`config.mk`:
```
export PLATFORM = sky130hd
export DESIGN_NAME = mem_port_arbiter_flat
export DESIGN_NICKNAME = d
export VERILOG_FILES = /design/src/rtl/mem_port_arbiter_if.sv /design/src/rtl/mem_port_arbiter.sv /design/src/flat_wrapper.sv
export SDC_FILE = /design/constraint.sdc
export NUM_CORES = 1
export LEC_CHECK = 0
export ABC_AREA = 1
export CAP_MARGIN = 15
export CORE_AREA = 5 5 197 199
export CTS_BUF_LIST = sky130_fd_sc_hd__clkbuf_4 sky130_fd_sc_hd__clkbuf_8
export CTS_CLUSTER_SIZE = 8
export DETAILED_ROUTE_END_ITERATION = 12
export DIE_AREA = 0 0 202 204
export MAX_ROUTING_LAYER = met4
export SLEW_MARGIN = 30
export SYNTH_ARGS = -nofsm -noshare
export SYNTH_HDL_FRONTEND = slang
export SYNTH_SLANG_ARGS = --single-unit
```
`constraint.sdc`:
```
create_clock -name clk -period 5.9 [get_ports clk]
set_input_delay 1.18 -clock clk [delete_from_list [all_inputs] [get_ports clk]]
set_output_delay 1.18 -clock clk [all_outputs]
set_load 0.1 [all_outputs]
```
`src/rtl/mem_port_arbiter_if.sv`:
```
// Bundle of fetch, data and downstream memory-port signals around the arbiter.
// slave is the arbiter's view; master is the CPU/memory side that surrounds it.
interface mem_port_arbiter_if;
  logic        i_valid;
  logic [63:0] i_addr;
  logic        i_data_ok;
  logic [31:0] i_data;
  logic        d_valid;
  logic [63:0] d_addr;
  logic [2:0]  d_size;
  logic [7:0]  d_strobe;
  logic [63:0] d_wdata;
  logic        d_data_ok;
  logic [63:0] d_rdata;
  logic        m_valid;
  logic [63:0] m_addr;
  logic [2:0]  m_size;
  logic [7:0]  m_strobe;
  logic [63:0] m_wdata;
  logic        m_ok;
  logic [63:0] m_rdata;
  logic        busy;
  logic        err_timeout;

  modport slave (
    input  i_valid, i_addr, d_valid, d_addr, d_size, d_strobe, d_wdata, m_ok, m_rdata,
    output i_data_ok, i_data, d_data_ok, d_rdata,
    output m_valid, m_addr, m_size, m_strobe, m_wdata, busy, err_timeout
  );

  modport master (
    output i_valid, i_addr, d_valid, d_addr, d_size, d_strobe, d_wdata, m_ok, m_rdata,
    input  i_data_ok, i_data, d_data_ok, d_rdata,
    input  m_valid, m_addr, m_size, m_strobe, m_wdata, busy, err_timeout
  );
endinterface

```
`src/rtl/mem_port_arbiter.sv`:
```
// Shares one downstream memory port between instruction fetch and data access,
// one transaction at a time, with a sticky watchdog on stuck transactions.
module mem_port_arbiter #(
  parameter bit          DPRIO   = 1'b1,
  parameter int unsigned TIMEOUT = 1023
) (
  input logic               clk,
  input logic               rst,
  mem_port_arbiter_if.slave bus
);
  localparam int            CW   = (TIMEOUT > 1) ? $clog2(TIMEOUT + 1) : 1;
  localparam logic [CW-1:0] TMAX = CW'(TIMEOUT);

  typedef enum logic [1:0] {IDLE = 2'd0, IBUSY = 2'd1, DBUSY = 2'd2} state_t;

  state_t        state;
  logic          last_d;
  logic [CW-1:0] wdog;
  logic          grant_d;

  // A lone request always wins; on a tie the pointer only matters without DPRIO.
  assign grant_d = bus.d_valid && (!bus.i_valid || DPRIO || !last_d);

  always_ff @(posedge clk or posedge rst) begin
    if (rst) begin
      state           <= IDLE;
      last_d          <= 1'b0;
      wdog            <= '0;
      bus.m_valid     <= 1'b0;
      bus.m_addr      <= '0;
      bus.m_size      <= '0;
      bus.m_strobe    <= '0;
      bus.m_wdata     <= '0;
      bus.busy        <= 1'b0;
      bus.err_timeout <= 1'b0;
    end else begin
      case (state)
        IDLE: begin
          if (bus.i_valid || bus.d_valid) begin
            state       <= grant_d ? DBUSY : IBUSY;
            last_d      <= grant_d;
            wdog        <= '0;
            bus.m_valid <= 1'b1;
            bus.busy    <= 1'b1;
            if (grant_d) begin
              bus.m_addr   <= bus.d_addr;
              bus.m_size   <= bus.d_size;
              bus.m_strobe <= bus.d_strobe;
              bus.m_wdata  <= bus.d_wdata;
            end else begin
              bus.m_addr   <= bus.i_addr;
              bus.m_size   <= 3'b010;
              bus.m_strobe <= 8'h00;
              bus.m_wdata  <= 64'h0;
            end
          end
        end
        default: begin
          if (bus.m_ok) begin
            state       <= IDLE;
            bus.m_valid <= 1'b0;
            bus.busy    <= 1'b0;
          end else if (TIMEOUT != 0 && wdog != TMAX) begin
            // The flag is only a report; the transaction keeps waiting for m_ok.
            wdog <= wdog + 1'b1;
            if (wdog + 1'b1 == TMAX) bus.err_timeout <= 1'b1;
          end
        end
      endcase
    end
  end

  assign bus.i_data_ok = (state == IBUSY) && bus.m_ok;
  assign bus.d_data_ok = (state == DBUSY) && bus.m_ok;
  assign bus.i_data    = bus.i_data_ok ? (bus.m_addr[2] ? bus.m_rdata[63:32] : bus.m_rdata[31:0]) : 32'h0;
  assign bus.d_rdata   = bus.d_data_ok ? bus.m_rdata : 64'h0;
endmodule

```
`src/flat_wrapper.sv`:
```
// flat-port wrapper written by rule: the top's interface ports become plain ports
module mem_port_arbiter_flat 
#(
  parameter bit          DPRIO   = 1'b1,
  parameter int unsigned TIMEOUT = 1023
)
  (clk, rst, bus_i_valid, bus_i_addr, bus_d_valid, bus_d_addr, bus_d_size, bus_d_strobe, bus_d_wdata, bus_m_ok, bus_m_rdata, bus_i_data_ok, bus_i_data, bus_d_data_ok, bus_d_rdata, bus_m_valid, bus_m_addr, bus_m_size, bus_m_strobe, bus_m_wdata, bus_busy, bus_err_timeout);
  mem_port_arbiter_if bus_i ();
  input logic clk;
  input logic rst;
  input wire logic [$bits(bus_i.i_valid)-1:0] bus_i_valid;
  input wire logic [$bits(bus_i.i_addr)-1:0] bus_i_addr;
  input wire logic [$bits(bus_i.d_valid)-1:0] bus_d_valid;
  input wire logic [$bits(bus_i.d_addr)-1:0] bus_d_addr;
  input wire logic [$bits(bus_i.d_size)-1:0] bus_d_size;
  input wire logic [$bits(bus_i.d_strobe)-1:0] bus_d_strobe;
  input wire logic [$bits(bus_i.d_wdata)-1:0] bus_d_wdata;
  input wire logic [$bits(bus_i.m_ok)-1:0] bus_m_ok;
  input wire logic [$bits(bus_i.m_rdata)-1:0] bus_m_rdata;
  output wire logic [$bits(bus_i.i_data_ok)-1:0] bus_i_data_ok;
  output wire logic [$bits(bus_i.i_data)-1:0] bus_i_data;
  output wire logic [$bits(bus_i.d_data_ok)-1:0] bus_d_data_ok;
  output wire logic [$bits(bus_i.d_rdata)-1:0] bus_d_rdata;
  output wire logic [$bits(bus_i.m_valid)-1:0] bus_m_valid;
  output wire logic [$bits(bus_i.m_addr)-1:0] bus_m_addr;
  output wire logic [$bits(bus_i.m_size)-1:0] bus_m_size;
  output wire logic [$bits(bus_i.m_strobe)-1:0] bus_m_strobe;
  output wire logic [$bits(bus_i.m_wdata)-1:0] bus_m_wdata;
  output wire logic [$bits(bus_i.busy)-1:0] bus_busy;
  output wire logic [$bits(bus_i.err_timeout)-1:0] bus_err_timeout;
  assign bus_i.i_valid = bus_i_valid;
  assign bus_i.i_addr = bus_i_addr;
  assign bus_i.d_valid = bus_d_valid;
  assign bus_i.d_addr = bus_d_addr;
  assign bus_i.d_size = bus_d_size;
  assign bus_i.d_strobe = bus_d_strobe;
  assign bus_i.d_wdata = bus_d_wdata;
  assign bus_i.m_ok = bus_m_ok;
  assign bus_i.m_rdata = bus_m_rdata;
  assign bus_i_data_ok = bus_i.i_data_ok;
  assign bus_i_data = bus_i.i_data;
  assign bus_d_data_ok = bus_i.d_data_ok;
  assign bus_d_rdata = bus_i.d_rdata;
  assign bus_m_valid = bus_i.m_valid;
  assign bus_m_addr = bus_i.m_addr;
  assign bus_m_size = bus_i.m_size;
  assign bus_m_strobe = bus_i.m_strobe;
  assign bus_m_wdata = bus_i.m_wdata;
  assign bus_busy = bus_i.busy;
  assign bus_err_timeout = bus_i.err_timeout;
  mem_port_arbiter #(.DPRIO(DPRIO), .TIMEOUT(TIMEOUT)) u_core (.clk(clk), .rst(rst), .bus(bus_i));
endmodule
```
==> impl_metrics.toml, run 1 <==
[placement]
gp_congestion = 0.906
dp_cells = 1836
place_ws_ns = 1.53
dp_hpwl_mm = 24.5
port_buffers = 511

[logic_synthesis]
yosys_warnings = 0
synthCells = 904
synth-seq-cells = 153
yosys.area.top_type = "dfrtp_1"
avgSynthCellArea_um2 = 8.22
ys_seq_area_frac = 0.515
synth_edf_count = 0
netlist-cell-type-count = 28
syn_nets = 1178
async_reset_ff_frac = 1.00
synthFlopType = "dfrtp_1"
syn_area_um2 = 7430
post-synth-top-count-cell = "nand2_1"
synth_top_area_share = 0.515
synthTopCellsByCount = "nand2_1, dfrtp_1, nor2_1, inv_1, a22o_1"
synth_area_leaders = "dfrtp_1, nand2_1, a22o_1, nor2_1, inv_1"

[min_path]
hp-class = "reg2reg"
hold_start = "u_core.bus.err_timeout"
min_path_cells = 2
holdPathEnd = "u_core.bus.err_timeout"

[die]
ios = 512
die_h_um = 204
start_util = 0.201
dieWidth_um = 202
design.core.area_um2 = 37000
die_area_um2 = 41200
std_cell_rows = 71

[clock_tree]
cts_setup_buffers = 0
h-tree-depth = 4
hold_buffers = 0
clock-root-buffer = "clkbuf_8"
cts_resized = 0
clk_pin_slew_worst_paths_ns = 0.10
cts_sinks = 153
clk-insertion-delay-late_ns = 0.46
cts_tree = "done"
numCtsBuffers = 17
clock_path_buffers = 2

[pwr]
p_total_mw = 8.76
vdd_drop_max_mv = 0.430
leakagePower_nw = 6.17
powerDensity_nw_per_um2 = 670

[drt]
drt_iter0_drc = 451
drc_errors = 0
drt-pass1-iter-count = 5
viasPerCell = 4.24
wl_per_cell_um = 16.8
num_vias = 7917
drtAntennaViolNets = 0
routed_wl_mm = 31.5

[critical_path]
cp_max_fo = 64
required_ns = 4.72
crit_path_top_delay_cell = "clkinv_2"
rrSetupSlack_ns = 3.58
crit_type = "in2out"
startpoint_type = "primary input"
cp_data_arrival_time_ns = 3.33
rr_worst_depth = 6
timing.rr.start = "u_core.state[0]"
reg2reg_to = "u_core.bus.m_addr[10]"
crit_chain = "clkdlybuf4s50_1 -> inv_1 -> nor3_2 -> clkinv_2 -> nor2_1 -> buf_4"
cp-end-kind = "output pin"
max_stage_delay_ns = 0.64

[sta]
worstMarginPinSlew_ns = 1.04
fmax_ghz = 0.222
hold_violations = 0
rsz0062_at_grt = "no"
slew_viol_final = 0
fin_skew_ns = 0.0114
slew_headroom = 0.305
finalSetupViolations = 0
whs_ns = 0.471
fin_crit_sh = 0.765
min_period_ns = 4.51
postLayoutSetupSlackWorst_ns = 1.39
setup_tns_ns = 0

[flow_run]
max_cap_viol_count = 0

[global_route]
grt_pass1_vias = 8251
antenna_found_initial = 3
grt_max_degree = 81
grt_use_total = 0.151
grt_overflow = 0
grt_pass1_wl_mm = 47.8

[finish]
final_cells = 1869
area_growth_syn_to_layout_pct = 75.9
fill_cells = 3861
layout-drive-gt1-share = 0.114
nets = 1655

[outcome]
status = "finished clean"
worst max-delay path, delay by kind of cell:
kind | cells | cell delay, ns
buffers and inverters | 4 | 1.64
AND/OR/NAND/NOR | 2 | 0.50
how the worst max path moves through the flow:
| stage | start | endpoint | slack [ns] | cells past startpoint |
|---|---|---|---|---|
| global route | bus_m_ok | bus_d_rdata[62] | 1.18 | 6 |
| global placement | bus_m_ok | bus_d_data_ok | 1.56 | 4 |
| CTS | bus_m_ok | bus_d_data_ok | 1.52 | 4 |
| floorplan | bus_m_ok | bus_d_rdata[10] | 0.56 | 5 |
| detailed placement | bus_m_ok | bus_d_data_ok | 1.53 | 4 |
| finish | bus_m_ok | bus_d_rdata[58] | 1.39 | 6 |
power by group:
| group | leakage [nW] | internal, mW | switching (mW) |
|---|---|---|---|
| sequential | 1.85 | 1.50 | 0.284 |
| clock | 0.219 | 0.409 | 0.479 |
| combinational | 4.10 | 1.34 | 4.75 |
| total | 6.17 | 3.25 | 5.51 |
cell families after synthesis:
group                      count (synthesis)  share of synthesized area
AOI/OAI and AO/OA                        185                      0.176
buffers and inverters                    178                      0.102
DFF                                      153                      0.515
and+or+nand+nor                          385                      0.203
adders and majority gates                  2                    0.00337
xor gates and xnor gates                   1                    0.00118
state kept, by name (all words and copies together) (netlist names):
register and flops:
u_core.bus.m_addr 64, u_core.bus.m_wdata 64, u_core.wdog 10, u_core.bus.m_strobe 8
u_core.bus.m_size 3, u_core.state 2, u_core.bus.busy 1, u_core.bus.err_timeout 1
metrics by stage:
| step | util | area (um^2) |
|---|---|---|
| after floorplan | - | 7430 |
| after detailed placement | 0.342 | 12700 |
| after CTS | 0.353 | 13100 |
| after global routing | 0.353 | 13100 |
| final | 0.353 | 13100 |
| after global placement | 0.342 | 12700 |
cell type report:
class,instances,area [um^2],share of cell area
antenna,1,2.50,0.000191
multi-input combinational,573,2860,0.219
sequential,153,3830,0.293
clock inverter,14,179,0.0137
tap,474,593,0.0454
inverter,117,447,0.0342
clock buffer,18,248,0.0189
timing repair buffer,519,4910,0.376
layer usage:
metal | routed length (um) | vias to the layer above | share of wire | track usage
met1 | 12700 | 3684 | 0.40 | 0.173
met4 | 705 | 0 | 0.022 | 0.0510
met3 | 1990 | 28 | 0.063 | 0.0359
met2 | 16100 | 341 | 0.51 | 0.263
li1 | - | 3864 | - | -
met5 | 0 | - | 0 | -
placed cells by master (no fill, tap or decap), types with 3 or more instances in the layout:
| cell | Yosys | layout |
|---|---|---|
| a22o_1 | 74 | 74 |
| a31oi_1 | 64 | 64 |
| buf_2 | 30 | 6 |
| buf_4 | 13 | 104 |
| clkbuf_8 | 0 | 18 |
| clkdlybuf4s50_1 | 0 | 408 |
| clkinv_2 | 0 | 3 |
| dfrtp_1 | 153 | 152 |
| inv_1 | 113 | 111 |
| inv_2 | 4 | 3 |
| inv_6 | 0 | 5 |
| inv_8 | 0 | 4 |
| nand2_1 | 224 | 224 |
| nand3_1 | 8 | 8 |
| nand4_1 | 3 | 3 |
| nor2_1 | 140 | 140 |
| nor2_4 | 2 | 3 |
| o21ai_0 | 39 | 39 |
| o22ai_1 | 3 | 3 |
(Power assumes the default switching activity.)
==> run 2: changes to the inputs <==
==> constraint.sdc (replaced) <==
create_clock -name clk -period 4.53 [get_ports clk]
set_input_delay 0.906 -clock clk [delete_from_list [all_inputs] [get_ports clk]]
set_output_delay 0.906 -clock clk [all_outputs]
set_load 0.1 [all_outputs]
==> impl_metrics.toml, run 2 (synthesized netlist as in run 1, its figures left out) <==
[pwr]
powerDensity_nw_per_um2 = 823
p_total_mw = 11.6
leakagePower_nw = 6.42
vdd_drop_max_mv = 0.451

[finish]
largest_registers = "u_core.bus.m_addr: 64 flops, u_core.bus.m_wdata: 64 flops, u_core.wdog: 10 flops"
post-route-util = 0.381
area_growth_syn_to_layout_pct = 89.9
layout_commonest_cell = "clkdlybuf4s50_1"
layout-drive-gt1-share = 0.117
nets = 1657
mostFrequentLayoutCells = "clkdlybuf4s50_1, nand2_1, dfrtp_1, nor2_1, inv_1"

[clock_tree]
hold_buffers = 0
clk_pin_slew_worst_paths_ns = 0.10
h-tree-depth = 4
clock-root-buffer = "clkbuf_8"
cts_setup_buffers = 0
clk-insertion-delay-late_ns = 0.46
cts_resized = 0
cts_tree = "done"
clock_path_buffers = 2
numCtsBuffers = 17
cts_sinks = 153

[die]
ios = 512
design.core.area_um2 = 37000
start_util = 0.201
dieWidth_um = 202
std_cell_rows = 71
die_h_um = 204
die_area_um2 = 41200

[drt]
routed_wl_mm = 31.4
num_vias = 7986
wl_per_cell_um = 16.7
drtAntennaViolNets = 0
drc_errors = 0
drt-pass1-iter-count = 5
drt_iter0_drc = 482
viasPerCell = 4.26

[global_route]
grt_overflow = 0
grt_pass1_vias = 8334
grt_max_degree = 104
grt_use_total = 0.151
grt_pass1_wl_mm = 48.1
antenna_found_initial = 2

[sta]
whs_ns = 0.487
slew_viol_final = 0
fmax_ghz = 0.295
slew_headroom = 0.305
setup_tns_ns = 0
hold_violations = 0
fin_crit_sh = 0.749
fin_skew_ns = 0.0202
min_period_ns = 3.39
rsz0062_at_grt = "no"
postLayoutSetupSlackWorst_ns = 1.14
finalSetupViolations = 0
worstMarginPinSlew_ns = 1.04

[critical_path]
cp_max_fo = 33
crit_path_top_delay_cell = "clkdlybuf4s50_1"
critPathBufInv = 5
startpoint_type = "primary input"
crit_type = "in2out"
cp-end-kind = "output pin"
crit_chain = "clkdlybuf4s50_1 -> inv_1 -> nor3_4 -> buf_4 -> nand2_1 -> inv_1 -> buf_4"
crit_family = "buffers and inverters"
rrSetupSlack_ns = 2.49
required_ns = 3.62
max_stage_delay_ns = 0.53
cp_data_arrival_time_ns = 2.49

[placement]
dp_hpwl_mm = 24.7
place_ws_ns = 1.13
port_buffers = 511
gp_congestion = 0.827

[outcome]
status = "finished clean"

[min_path]
hp-class = "reg2reg"

[flow_run]
max_cap_viol_count = 0
-- run 2: cell count changes in the layout (fill, tap and decap cells not counted), sizes merged --
| cell | change |
|---|---|
| inv | -1 |
| diode | +2 |
| clkinvlp | +2 |
| clkinv | -1 |
| buf | +4 |
| clkdlybuf4s50 | -2 |
-- run 2: path summary, 6_finish.rpt --
kind                                   startpoint                      to  cells after the start
max reg2reg                       u_core.state[1]   u_core.bus.m_addr[23]                      6
max in group asynchronous                     rst   u_core.bus.m_addr[60]                      3
min in group asynchronous                     rst  u_core.bus.m_wdata[11]                      2
max                                      bus_m_ok          bus_i_data[22]                      7
min                        u_core.bus.err_timeout  u_core.bus.err_timeout                      2
min reg2reg                u_core.bus.err_timeout  u_core.bus.err_timeout                      2
-- run 2: layout make-up --
cell class | instances | area, um^2
clock buffers | 18 | 241
repair buffers | 521 | 5960
clock inverters | 14 | 179
well taps | 474 | 593
inverters | 117 | 444
flip-flops and latches | 153 | 3830
multi-input cells | 573 | 2860
fillers | 3787 | 22900
diodes | 3 | 7.51
-- run 2: metal layers --
| layer | wire, um | GRT usage |
|---|---|---|
| met5 | 0 | - |
| met4 | 641 | 0.0439 |
| met1 | 12300 | 0.168 |
| met3 | 2300 | 0.0441 |
| met2 | 16100 | 0.265 |
-- run 2: power by group --
part	switching (mW)	total, mW	internal (mW)	leakage [nW]
clock network	0.610	1.13	0.521	0.211
logic	6.22	8.15	1.93	4.35
registers	0.380	2.34	1.96	1.85
total	7.21	11.6	4.40	6.42
-- run 2: worst reg2reg max path, delay by kind of cell (launching register included) --
family | cells | cell delay (ns)
simple gates | 2 | 0.24
compound gates | 2 | 0.12
buf+inv | 2 | 1.07
flops | 1 | 0.46
-- run 2: metrics by stage --
step                cells  area [um^2]
floorplan             904         7440
global placement     1838        13700
detailed placement   1838        13700
CTS                  1870        14100
global route         1872        14100
finish               1873        14100
==> run 3: changes to the inputs <==
==> constraint.sdc (replaced) <==
create_clock -name clk -period 3 [get_ports clk]
set_input_delay 0.6 -clock clk [delete_from_list [all_inputs] [get_ports clk]]
set_output_delay 0.6 -clock clk [all_outputs]
set_load 0.1 [all_outputs]
==> impl_metrics.toml, run 3 (synthesized netlist as in run 1, its figures left out) <==
[outcome]
status = "finished clean"

[critical_path]
startpoint_type = "primary input"
required_ns = 2.40
timing.critical_path.to = "bus_d_rdata[1]"
cp-end-kind = "output pin"
cp_data_arrival_time_ns = 2.20
rr_worst_depth = 6
reg2reg_to = "u_core.bus.m_size[1]"
cp_max_fo = 64
critical_path.startpoint = "bus_m_ok"
timing.rr.start = "u_core.state[0]"
rrSetupSlack_ns = 1.28
crit_type = "in2out"

[clock_tree]
h-tree-depth = 4
clock-root-buffer = "clkbuf_8"
cts_tree = "done"
cts_resized = 0
cts_setup_buffers = 0
clk_pin_slew_worst_paths_ns = 0.08
numCtsBuffers = 17
hold_buffers = 0
clk-insertion-delay-late_ns = 0.46
cts_sinks = 153
clock_path_buffers = 2

[sta]
postLayoutSetupSlackWorst_ns = 0.200
fin_crit_sh = 0.933
finalSetupViolations = 0
slew_viol_final = 0
slew_headroom = 0.593
whs_ns = 0.473
fin_skew_ns = 0.0148
worstMarginPinSlew_ns = 0.611
rsz0062_at_grt = "no"
min_period_ns = 2.80
hold_violations = 0
fmax_ghz = 0.357

[global_route]
grt_pass1_wl_mm = 48.3
antenna_found_initial = 2
grt_use_total = 0.153
grt_max_degree = 128
grt_overflow = 0
grt_pass1_vias = 7997

[die]
ios = 512
die_h_um = 204
std_cell_rows = 71
die_area_um2 = 41200
start_util = 0.201
dieWidth_um = 202
design.core.area_um2 = 37000

[finish]
largest_registers = "u_core.bus.m_addr: 64 flops, u_core.bus.m_wdata: 64 flops, u_core.wdog: 10 flops"
layout-drive-gt1-share = 0.220
mostFrequentLayoutCells = "clkdlybuf4s50_1, nand2_1, dfrtp_1, buf_4, nor2_1"
layout_commonest_cell = "clkdlybuf4s50_1"
area_growth_syn_to_layout_pct = 88.9
final_cells = 1875
fill_cells = 3754
post-route-util = 0.379
nets = 1661

[placement]
dp_hpwl_mm = 25.5
gp_congestion = 0.866
dp_cells = 1842
port_buffers = 511
place_ws_ns = 0.190

[pwr]
powerDensity_nw_per_um2 = 1230
leakagePower_nw = 6.62
vdd_drop_max_mv = 0.786
p_total_mw = 17.2

[drt]
viasPerCell = 4.26
num_vias = 7979
drt-pass1-iter-count = 4
routed_wl_mm = 31.8
wl_per_cell_um = 17.0
drc_errors = 0
drtAntennaViolNets = 0
drt_iter0_drc = 377

[min_path]
hp-class = "reg2reg"

[flow_run]
max_cap_viol_count = 0
[run 3: report_power, final]
group / switching (mW) / internal, mW / total, mW
Clock: 0.898 / 0.616 / 1.51
Sequential: 0.629 / 2.95 / 3.58
Combinational: 9.37 / 2.74 / 12.1
Total: 10.9 / 6.31 / 17.2
[run 3: how the worst min path moves through the flow]
stage	startpoint	to	cells past startpoint
after floorplan	u_core.wdog[6]	u_core.wdog[6]	2
after global placement	u_core.bus.err_timeout	u_core.bus.err_timeout	2
after global routing	rst	u_core.bus.m_wdata[33]	2
after detailed placement	u_core.bus.err_timeout	u_core.bus.err_timeout	2
after CTS	rst	u_core.bus.m_wdata[33]	2
final	u_core.bus.err_timeout	u_core.bus.err_timeout	2
[run 3: stage by stage]
| stage | instance area (um^2) | TNS (ns) |
|---|---|---|
| 2_1_floorplan | 7460 | -41.30 |
| 3_3_place_gp | 13700 | 0 |
| 3_5_place_dp | 13700 | 0 |
| 6_report | 14000 | 0 |
| 5_1_grt | 14000 | 0 |
| 4_1_cts | 14000 | 0 |
[run 3: area by class of cell]
cell class | instances | area (um^2) | area share
repair buffers | 525 | 5930 | 0.422
flip-flops and latches | 153 | 3830 | 0.273
multi-input cells | 573 | 2880 | 0.205
well taps | 474 | 593 | 0.0422
inverters | 117 | 445 | 0.0317
clock buffers | 18 | 248 | 0.0176
clock inverters | 13 | 111 | 0.00793
diodes | 2 | 5.00 | 0.000356
[run 3: per-layer routing]
layer	GRT usage	vias up	share of wire
met3	0.0328	25	0.063
met1	0.184	3724	0.41
met2	0.259	348	0.51
met4	0.0437	0	0.017
met5	-	-	0
li1	-	3882	-
[run 3: worst max-delay path: stages]
cell,delay (ns)
clkdlybuf4s50_1,0.53
inv_1,0.13
nor3_4,0.21
inv_2,0.07
buf_12,0.20
nor2_1,0.24
buf_12,0.21
